==> src/rtl/deselector_pkg.sv <==
// Shared constants and types for the deselector: position codes, FSM states,
// and the assembled word width.
`timescale 1ns/1ps
package deselector_pkg;

   localparam int WORD_W = 4;

   localparam logic [1:0] POS0 = 2'd0;
   localparam logic [1:0] POS1 = 2'd1;
   localparam logic [1:0] POS2 = 2'd2;
   localparam logic [1:0] POS3 = 2'd3;

   typedef enum logic {
      ST_FILL = 1'b0,
      ST_HOLD = 1'b1
   } state_t;

   function automatic logic [WORD_W-1:0] pos_onehot(input logic [1:0] pos);
      return WORD_W'(1) << pos;
   endfunction

endpackage

==> src/rtl/deselector_if.sv <==
// Write/observe bundle for the deselector; master drives writes, slave is the DUT.
`timescale 1ns/1ps
interface deselector_if;
   logic       wr;
   logic       auto;
   logic       s0;
   logic       s1;
   logic       in1;
   logic       in2;
   logic       ack;
   logic [3:0] out1;
   logic [3:0] out2;
   logic       valid;
   logic       ready;
   logic [1:0] ptr;

   modport master (
      output wr, auto, s0, s1, in1, in2, ack,
      input  out1, out2, valid, ready, ptr
   );

   modport slave (
      input  wr, auto, s0, s1, in1, in2, ack,
      output out1, out2, valid, ready, ptr
   );
endinterface

==> src/rtl/deselector_bit_demux_reg.sv <==
// One lane: 4-bit register where each bit loads the serial input on its own enable.
`timescale 1ns/1ps
module deselector_bit_demux_reg
   import deselector_pkg::*;
(
   input  logic              clk,
   input  logic              rst_n,
   input  logic [WORD_W-1:0] i_we,
   input  logic              i_clr,
   input  logic              i_din,
   output logic [WORD_W-1:0] o_q
);

   logic [WORD_W-1:0] r_q;

   // A write wins over clear so an ack+wr frame start keeps its first bit.
   always_ff @(posedge clk or negedge rst_n) begin
      if (!rst_n) begin
         r_q <= '0;
      end else begin
         for (int b = 0; b < WORD_W; b++) begin
            if (i_we[b])    r_q[b] <= i_din;
            else if (i_clr) r_q[b] <= 1'b0;
         end
      end
   end

   assign o_q = r_q;

endmodule

==> src/rtl/deselector.sv <==
// Registered 1-to-4 bit demultiplexer: assembles two 4-bit words from serial
// writes, flags a full frame with valid and releases it on ack.
`timescale 1ns/1ps
module deselector
   import deselector_pkg::*;
#(
   parameter bit CLEAR_ON_ACK = 1'b0
) (
   input logic         clk,
   input logic         rst_n,
   deselector_if.slave bus
);

   state_t            r_state, w_state_nxt;
   logic [WORD_W-1:0] r_mask,  w_mask_nxt;
   logic [1:0]        r_ptr,   w_ptr_nxt;
   logic [1:0]        w_pos;
   logic [WORD_W-1:0] w_sel;
   logic [WORD_W-1:0] w_we;
   logic              w_clr;

   // A write accepted with ack starts a new frame, so auto mode targets position 0.
   always_comb begin
      w_pos = {bus.s1, bus.s0};
      if (bus.auto) w_pos = (r_state == ST_HOLD) ? POS0 : r_ptr;
   end

   assign w_sel = pos_onehot(w_pos);

   always_comb begin
      w_state_nxt = r_state;
      w_mask_nxt  = r_mask;
      w_ptr_nxt   = r_ptr;
      w_we        = '0;
      w_clr       = 1'b0;
      unique case (r_state)
         ST_FILL: begin
            if (bus.wr) begin
               w_we       = w_sel;
               w_mask_nxt = r_mask | w_sel;
               if (bus.auto) w_ptr_nxt = r_ptr + 2'd1;
               if (w_mask_nxt == '1) w_state_nxt = ST_HOLD;
            end
         end
         ST_HOLD: begin
            if (bus.ack) begin
               w_state_nxt = ST_FILL;
               w_mask_nxt  = '0;
               w_ptr_nxt   = POS0;
               w_clr       = CLEAR_ON_ACK;
               if (bus.wr) begin
                  w_we       = w_sel;
                  w_mask_nxt = w_sel;
                  if (bus.auto) w_ptr_nxt = POS1;
               end
            end
         end
         default: w_state_nxt = ST_FILL;
      endcase
   end

   always_ff @(posedge clk or negedge rst_n) begin
      if (!rst_n) begin
         r_state <= ST_FILL;
         r_mask  <= '0;
         r_ptr   <= POS0;
      end else begin
         r_state <= w_state_nxt;
         r_mask  <= w_mask_nxt;
         r_ptr   <= w_ptr_nxt;
      end
   end

   deselector_bit_demux_reg u_lane1 (
      .clk   (clk),
      .rst_n (rst_n),
      .i_we  (w_we),
      .i_clr (w_clr),
      .i_din (bus.in1),
      .o_q   (bus.out1)
   );

   deselector_bit_demux_reg u_lane2 (
      .clk   (clk),
      .rst_n (rst_n),
      .i_we  (w_we),
      .i_clr (w_clr),
      .i_din (bus.in2),
      .o_q   (bus.out2)
   );

   assign bus.valid = (r_state == ST_HOLD);
   assign bus.ready = (r_state != ST_HOLD);
   assign bus.ptr   = r_ptr;

endmodule

==> src/flat_wrapper.sv <==
// flat-port wrapper written by rule: the top's interface ports become plain ports
module deselector_flat import deselector_pkg::*;
#(
   parameter bit CLEAR_ON_ACK = 1'b0
)
  (clk, rst_n, bus_wr, bus_auto, bus_s0, bus_s1, bus_in1, bus_in2, bus_ack, bus_out1, bus_out2, bus_valid, bus_ready, bus_ptr);
  deselector_if bus_i ();
  input logic clk;
  input logic rst_n;
  input wire logic [$bits(bus_i.wr)-1:0] bus_wr;
  input wire logic [$bits(bus_i.auto)-1:0] bus_auto;
  input wire logic [$bits(bus_i.s0)-1:0] bus_s0;
  input wire logic [$bits(bus_i.s1)-1:0] bus_s1;
  input wire logic [$bits(bus_i.in1)-1:0] bus_in1;
  input wire logic [$bits(bus_i.in2)-1:0] bus_in2;
  input wire logic [$bits(bus_i.ack)-1:0] bus_ack;
  output wire logic [$bits(bus_i.out1)-1:0] bus_out1;
  output wire logic [$bits(bus_i.out2)-1:0] bus_out2;
  output wire logic [$bits(bus_i.valid)-1:0] bus_valid;
  output wire logic [$bits(bus_i.ready)-1:0] bus_ready;
  output wire logic [$bits(bus_i.ptr)-1:0] bus_ptr;
  assign bus_i.wr = bus_wr;
  assign bus_i.auto = bus_auto;
  assign bus_i.s0 = bus_s0;
  assign bus_i.s1 = bus_s1;
  assign bus_i.in1 = bus_in1;
  assign bus_i.in2 = bus_in2;
  assign bus_i.ack = bus_ack;
  assign bus_out1 = bus_i.out1;
  assign bus_out2 = bus_i.out2;
  assign bus_valid = bus_i.valid;
  assign bus_ready = bus_i.ready;
  assign bus_ptr = bus_i.ptr;
  deselector #(.CLEAR_ON_ACK(CLEAR_ON_ACK)) u_core (.clk(clk), .rst_n(rst_n), .bus(bus_i));
endmodule
==> config.mk <==
export PLATFORM = sky130hd
export DESIGN_NAME = deselector_flat
export DESIGN_NICKNAME = d
export VERILOG_FILES = /design/src/rtl/deselector_pkg.sv /design/src/rtl/deselector_if.sv /design/src/rtl/deselector_bit_demux_reg.sv /design/src/rtl/deselector.sv /design/src/flat_wrapper.sv
export SDC_FILE = /design/constraint.sdc
export NUM_CORES = 1
export LEC_CHECK = 0
export CAP_MARGIN = 20
export CORE_AREA = 4 4 71 53
export DETAILED_ROUTE_END_ITERATION = 10
export DIE_AREA = 0 0 75 57
export HOLD_SLACK_MARGIN = 0.1
export PLACE_DENSITY = 0.56
export RECOVER_POWER = 50
export SLEW_MARGIN = 5
export SYNTH_ARGS = -nofsm -noshare
export SYNTH_HDL_FRONTEND = slang
export SYNTH_SLANG_ARGS = --single-unit
==> constraint.sdc <==
create_clock -name clk -period 1.37 [get_ports clk]
set_input_delay 0.2055 -clock clk [delete_from_list [all_inputs] [get_ports clk]]
set_output_delay 0.2055 -clock clk [all_outputs]
set_load 0.1 [all_outputs]
**Yosys cells after proc, flatten, opt, wreduce, memory -nomap -nowiden**

Index checks and enable logic that the tools add are counted.

- Register bits after elaboration: 15

- $add $sub $neg: 1
- Equal/unequal tests: 4
- Shift-type cells: 1
- Muxes and demuxes: 26
- Bitwise logic cells: 2
- Reduce and logical (&&, ||, !) cells: 2

Operator list:

| cell | number |
|---|---|
| $mux 4 | 4 |
| $pmux 4 s2 | 2 |
| $mux 1 | 12 |
| $mux 2 | 6 |
| $ne 2x2->1 const B | 3 |
| $eq 4x4->1 const B | 1 |
| $or 4x4->4 | 1 |
| $pmux 2 s2 | 1 |
| $shl 1x2->4 const A | 1 |
| $reduce_and 3->1 | 1 |
| $add 2x1->2 const B | 1 |
| $pmux 1 s2 | 1 |
| $reduce_and 2->1 | 1 |
| $not 1->1 | 1 |

**Logic depth before layout (Yosys ltp)**

- Word-level depth: 8
- Depth in mapped cells: 4
- Mapped depth without buffers: 3

**Cells and area by module**

From an unflattened synthesis, not the netlist that was laid out.

- Cells, all modules: 90
- Area total of the unflattened synthesis: 835.8 µm²

By module, submodules not included:

| module | times used | cells an instance | area an instance (µm²) | sequential area each (µm²) |
|---|---|---|---|---|
| deselector | 1 | 66 | 535.5 | 175.2 |
| deselector_bit_demux_reg | 2 | 12 | 150.1 | 100.1 |

**Least setup slack after synthesis**

Ideal clock, no wire load.

- Kind: register -> register
- Start point: register u_core.r_state, in the netlist u_core.bus.valid
- End point: register u_core.r_ptr[0], in the netlist u_core.bus.ptr[0]
- Library setup time: 100 ps
- Arrival: 2085 ps
- Required time: 1270 ps
- Slack: -814 ps
- Cell stages (with the launch flop): 5
- Buffers on the path: 1
- Period minus slack after synthesis: 2184 ps
- Cell sequence: dfrtp_1 buf_4 inv_1 and4_1 a311oi_1

- Cells in the longest elaborated chain, start to end: 3

Ends and longest elaborated chain:

| element | line | text |
|---|---|---|
| from (decl) | deselector.sv:14 | `state_t r_state, w_state_nxt;` |
| from (signal assigned) | deselector.sv:68 | `r_state <= w_state_nxt;` |
| $not 1->1 * | - |  |
| via bus_ready | flat_wrapper.sv:20 | `output wire logic [$bits(bus_i.ready)-1:0] bus_ready;` |
| $ne 2x2->1 (no line) | - |  |
| $reduce_and 3->1 (no line) | - |  |
| to (signal assigned) | deselector.sv:70 | `r_ptr <= w_ptr_nxt;` |
| to (decl) | deselector.sv:16 | `logic [1:0] r_ptr, w_ptr_nxt;` |

Mark *: on every way through the listed nets, which the timed path passes. The rest lies on a longest branch.
A chain may end at the register's enable or synchronous reset.

**Worst setup path in the final report**

- Start point: register u_core.r_ptr[1], in the netlist u_core.bus.ptr[1]
- End point: register u_core.u_lane1.r_q[3], in the netlist u_core.u_lane1.o_q[3]

- Cells in the longest elaborated chain, start to end: 6

Ends and longest elaborated chain:

| element | line | text |
|---|---|---|
| $mux 2 * (2 in series) | deselector.sv:25 | `if (bus.auto) w_pos = (r_state == ST_HOLD) ? POS0 : r_ptr;` |
| $shl 1x2->4 * | deselector_pkg.sv:19 | `return WORD_W'(1) << pos;` |
| $mux 4 * | deselector.sv:38, deselector.sv:51 |  |
| $mux 4 | deselector.sv:46 | `if (bus.ack) begin` |
| $pmux 4 s2 * | deselector.sv:36 | `unique case (r_state)` |
| to (signal, indexed assignment) | deselector_bit_demux_reg.sv:22 | `if (i_we[b]) r_q[b] <= i_din;` |
| to (decl) | deselector_bit_demux_reg.sv:14 | `logic [WORD_W-1:0] r_q;` |

Mark *: on every way between the ends. The rest lies on a longest branch, timed or not.

==> flow_metrics.tcl <==
set metrics [dict create \
    outcome "complete, but fails checks" \
    violations "setup timing" \
    cts.path.max_buffers 2 \
    synth-simple-area-share_pct 18.4 \
    htree_levels 1 \
    vias_per_cell 4.86 \
    vias 792 \
    drc 0 \
    synth-xor-area-share_pct 0.971 \
    final_layout_size_suffix_gt1_share_pct 52.0 \
    num_rows 17 \
    hold_viol_final 0 \
    io_buffers 20 \
    rsz0062_at_grt "yes" \
    fin_ws_ns -0.0826 \
    cts_tree "done" \
    synth.mux.area_fraction_pct 9.99 \
    core_um2 3080 \
    clock.fmax_mhz 688 \
    synth_compound_area_share_pct 22.9 \
    num-nets-final 135 \
    yosysTopAreaCell "dfrtp_1" \
    grt_pass1_wl_um 4230 \
    synth_commonest_cells "15 x dfrtp_1, 8 x mux2_1, 7 x nand2b_1" \
    drt-wirelength-per-cell_um 14.8 \
    clk_pin_slew_worst_paths_ns 0.06 \
    clock_skew_ns 0.000745 \
    min_path_type "register to register" \
    die_area_um2 4280 \
    setup_tns_ns -0.554 \
    routed_wl_um 2420 \
    syn_to_final_growth_pct 71.8 \
    cts_hold_buf 0 \
    grt_pass1_vias 865 \
    async_flop_share_pct 100 \
    first_pass_iters 2 \
    crit_fanout 5 \
    start_util_pct 29.2 \
    min_period_ns 1.45 \
    crit_slowest_cell "dfrtp_4" \
    grt_usage_pct 13.0 \
    synthCells 81 \
    insertion_delay_ns 0.25 \
    max_slew_margin_pct 43.7 \
    yosys-top-cells-area "dfrtp_1 42%, mux2_1 10%, nand2b_1 4.9%, o211ai_1 4.2%, a32oi_1 3.9%" \
    die_w_um 75 \
    synth_edf_count 0 \
    setup_viol 10 \
    design.portCount 21 \
    syn_nets 90 \
    crit_buf_inv 0 \
    dpl.hpwl_um 1820 \
    clock_sinks 15 \
    grt_antenna_before_repair 0 \
    antenna_left 0 \
    finalCritPeriodShare_pct 106 \
    numCtsBuffers 3 \
    endpoint_kind "register" \
    crit_path_start_kind "register" \
    ys_seq_elements 15 \
    synthAdderAreaFrac_pct 0 \
    syn-cell-area_um2 902 \
    n_fill_cell 261 \
    syn_area_per_cell_um2 11.1 \
    synth_cell_types 33 \
    worstSetupPathType "register to register" \
    ys_warn_count 0 \
    cp.required_ns 1.51 \
    grt_start_max_net_pins 16 \
    critPathMaxStageDelay_ns 0.51 \
    grt_overflow 0 \
    slew_viol_final 0 \
    path_cells "and4b_1 > o211ai_1 > mux2_1" \
    diodes 0 \
    place.gp.congestion 0.795 \
    drv_cap 0 \
    synth_top_area_share_pct 41.6 \
    worst_slew_pin_slew_ns 0.844 \
    die_y_um 57 \
    arrival_ns 1.59 \
    synth_flop_cell "dfrtp_1" \
    synth_top_family_by_area "compound AO/OA/AOI/OAI gates" \
    critPathTopFamily "flip-flops" \
    drt_iter0_markers 57 \
    ys_seq_area_share_pct 41.6 \
    cts_root_buffer "clkbuf_8" \
    synth.most_common_cell "dfrtp_1" \
]
## worst min-delay path, stage by stage (launching register included)
cell     delay [ns]
dfrtp_1        0.40
inv_1          0.06
a32oi_1        0.04
## final timing paths
check / start / to / slack (ns) / cells past startpoint
max: u_core.bus.ptr[1] / u_core.u_lane1.o_q[3] / -0.08 / 3
min: u_core.r_mask[3] / u_core.r_mask[3] / 0.54 / 2
max reg2reg: u_core.bus.ptr[1] / u_core.u_lane1.o_q[3] / -0.08 / 3
min reg2reg: u_core.r_mask[3] / u_core.r_mask[3] / 0.54 / 2
max in group asynchronous: rst_n / u_core.bus.valid / 0.19 / 2
min in group asynchronous: rst_n / u_core.u_lane1.o_q[2] / 0.57 / 2
## timing repair
item,in CTS,in global routing
gates resized for setup,16,5
pin swaps,4,4
buffers inserted,2,0
setup endpoints to repair,12,15
## kinds of logic (layout without fill, tap and decap cells)
group	after synthesis	count (layout)
flops	15	15
compound gates	23	23
mux	8	8
simple gates	23	23
buf+inv	11	55
xor+xnor	1	1
## state kept, by name (all words and copies together) (netlist names)
name / count
u_core.u_lane2.o_q: 4
u_core.r_mask: 4
u_core.bus.ptr: 2
u_core.bus.valid: 1
u_core.u_lane1.o_q: 4
## through the flow
step | instance area [um^2] | hold slack, ns | util [%] | setup WS [ns] | std cells
floorplan | 918 | -0.0901 | - | -0.463 | 81
global placement | 1420 | 0.522 | 46.1 | -0.398 | 157
detailed placement | 1420 | 0.531 | 46.1 | -0.444 | 157
CTS | 1540 | 0.270 | 49.9 | -0.0952 | 163
global route | 1550 | 0.555 | 50.3 | -0.139 | 163
finish | 1550 | 0.541 | 50.3 | -0.0826 | 163
## area by class of cell
class                   count  area, um^2  share of cell area, %
multi-input cells          55         532                   34.3
repair buffers             45         514                   33.2
flip-flops and latches     15         384                   24.8
well taps                  38        47.5                   3.07
clock buffers               3        41.3                   2.66
inverters                   6        26.3                   1.69
clock inverters             1        5.00                  0.323
## layer usage
layer / GRT usage [%] / share of wire [%]
met1: 18.5 / 51
met2: 19.5 / 46
met3: 4.05 / 3.1
met4: 2.28 / 0.33
met5: 0 / 0
## cells in the final DEF, fill, tap and decap left out, types with 3 or more instances in the layout
master / n
buf_6: 3
clkdlybuf4s50_1: 3
a32oi_1: 4
dlygate4sd2_1: 3
inv_1: 5
nand2b_1: 6
buf_12: 12
o21ai_0: 3
mux2_4: 6
o211ai_1: 5
clkbuf_8: 3
dfrtp_1: 12
buf_4: 21
Power is not shown: default switching activity piles up to over one toggle a cycle in this logic, so the estimate is an artifact.
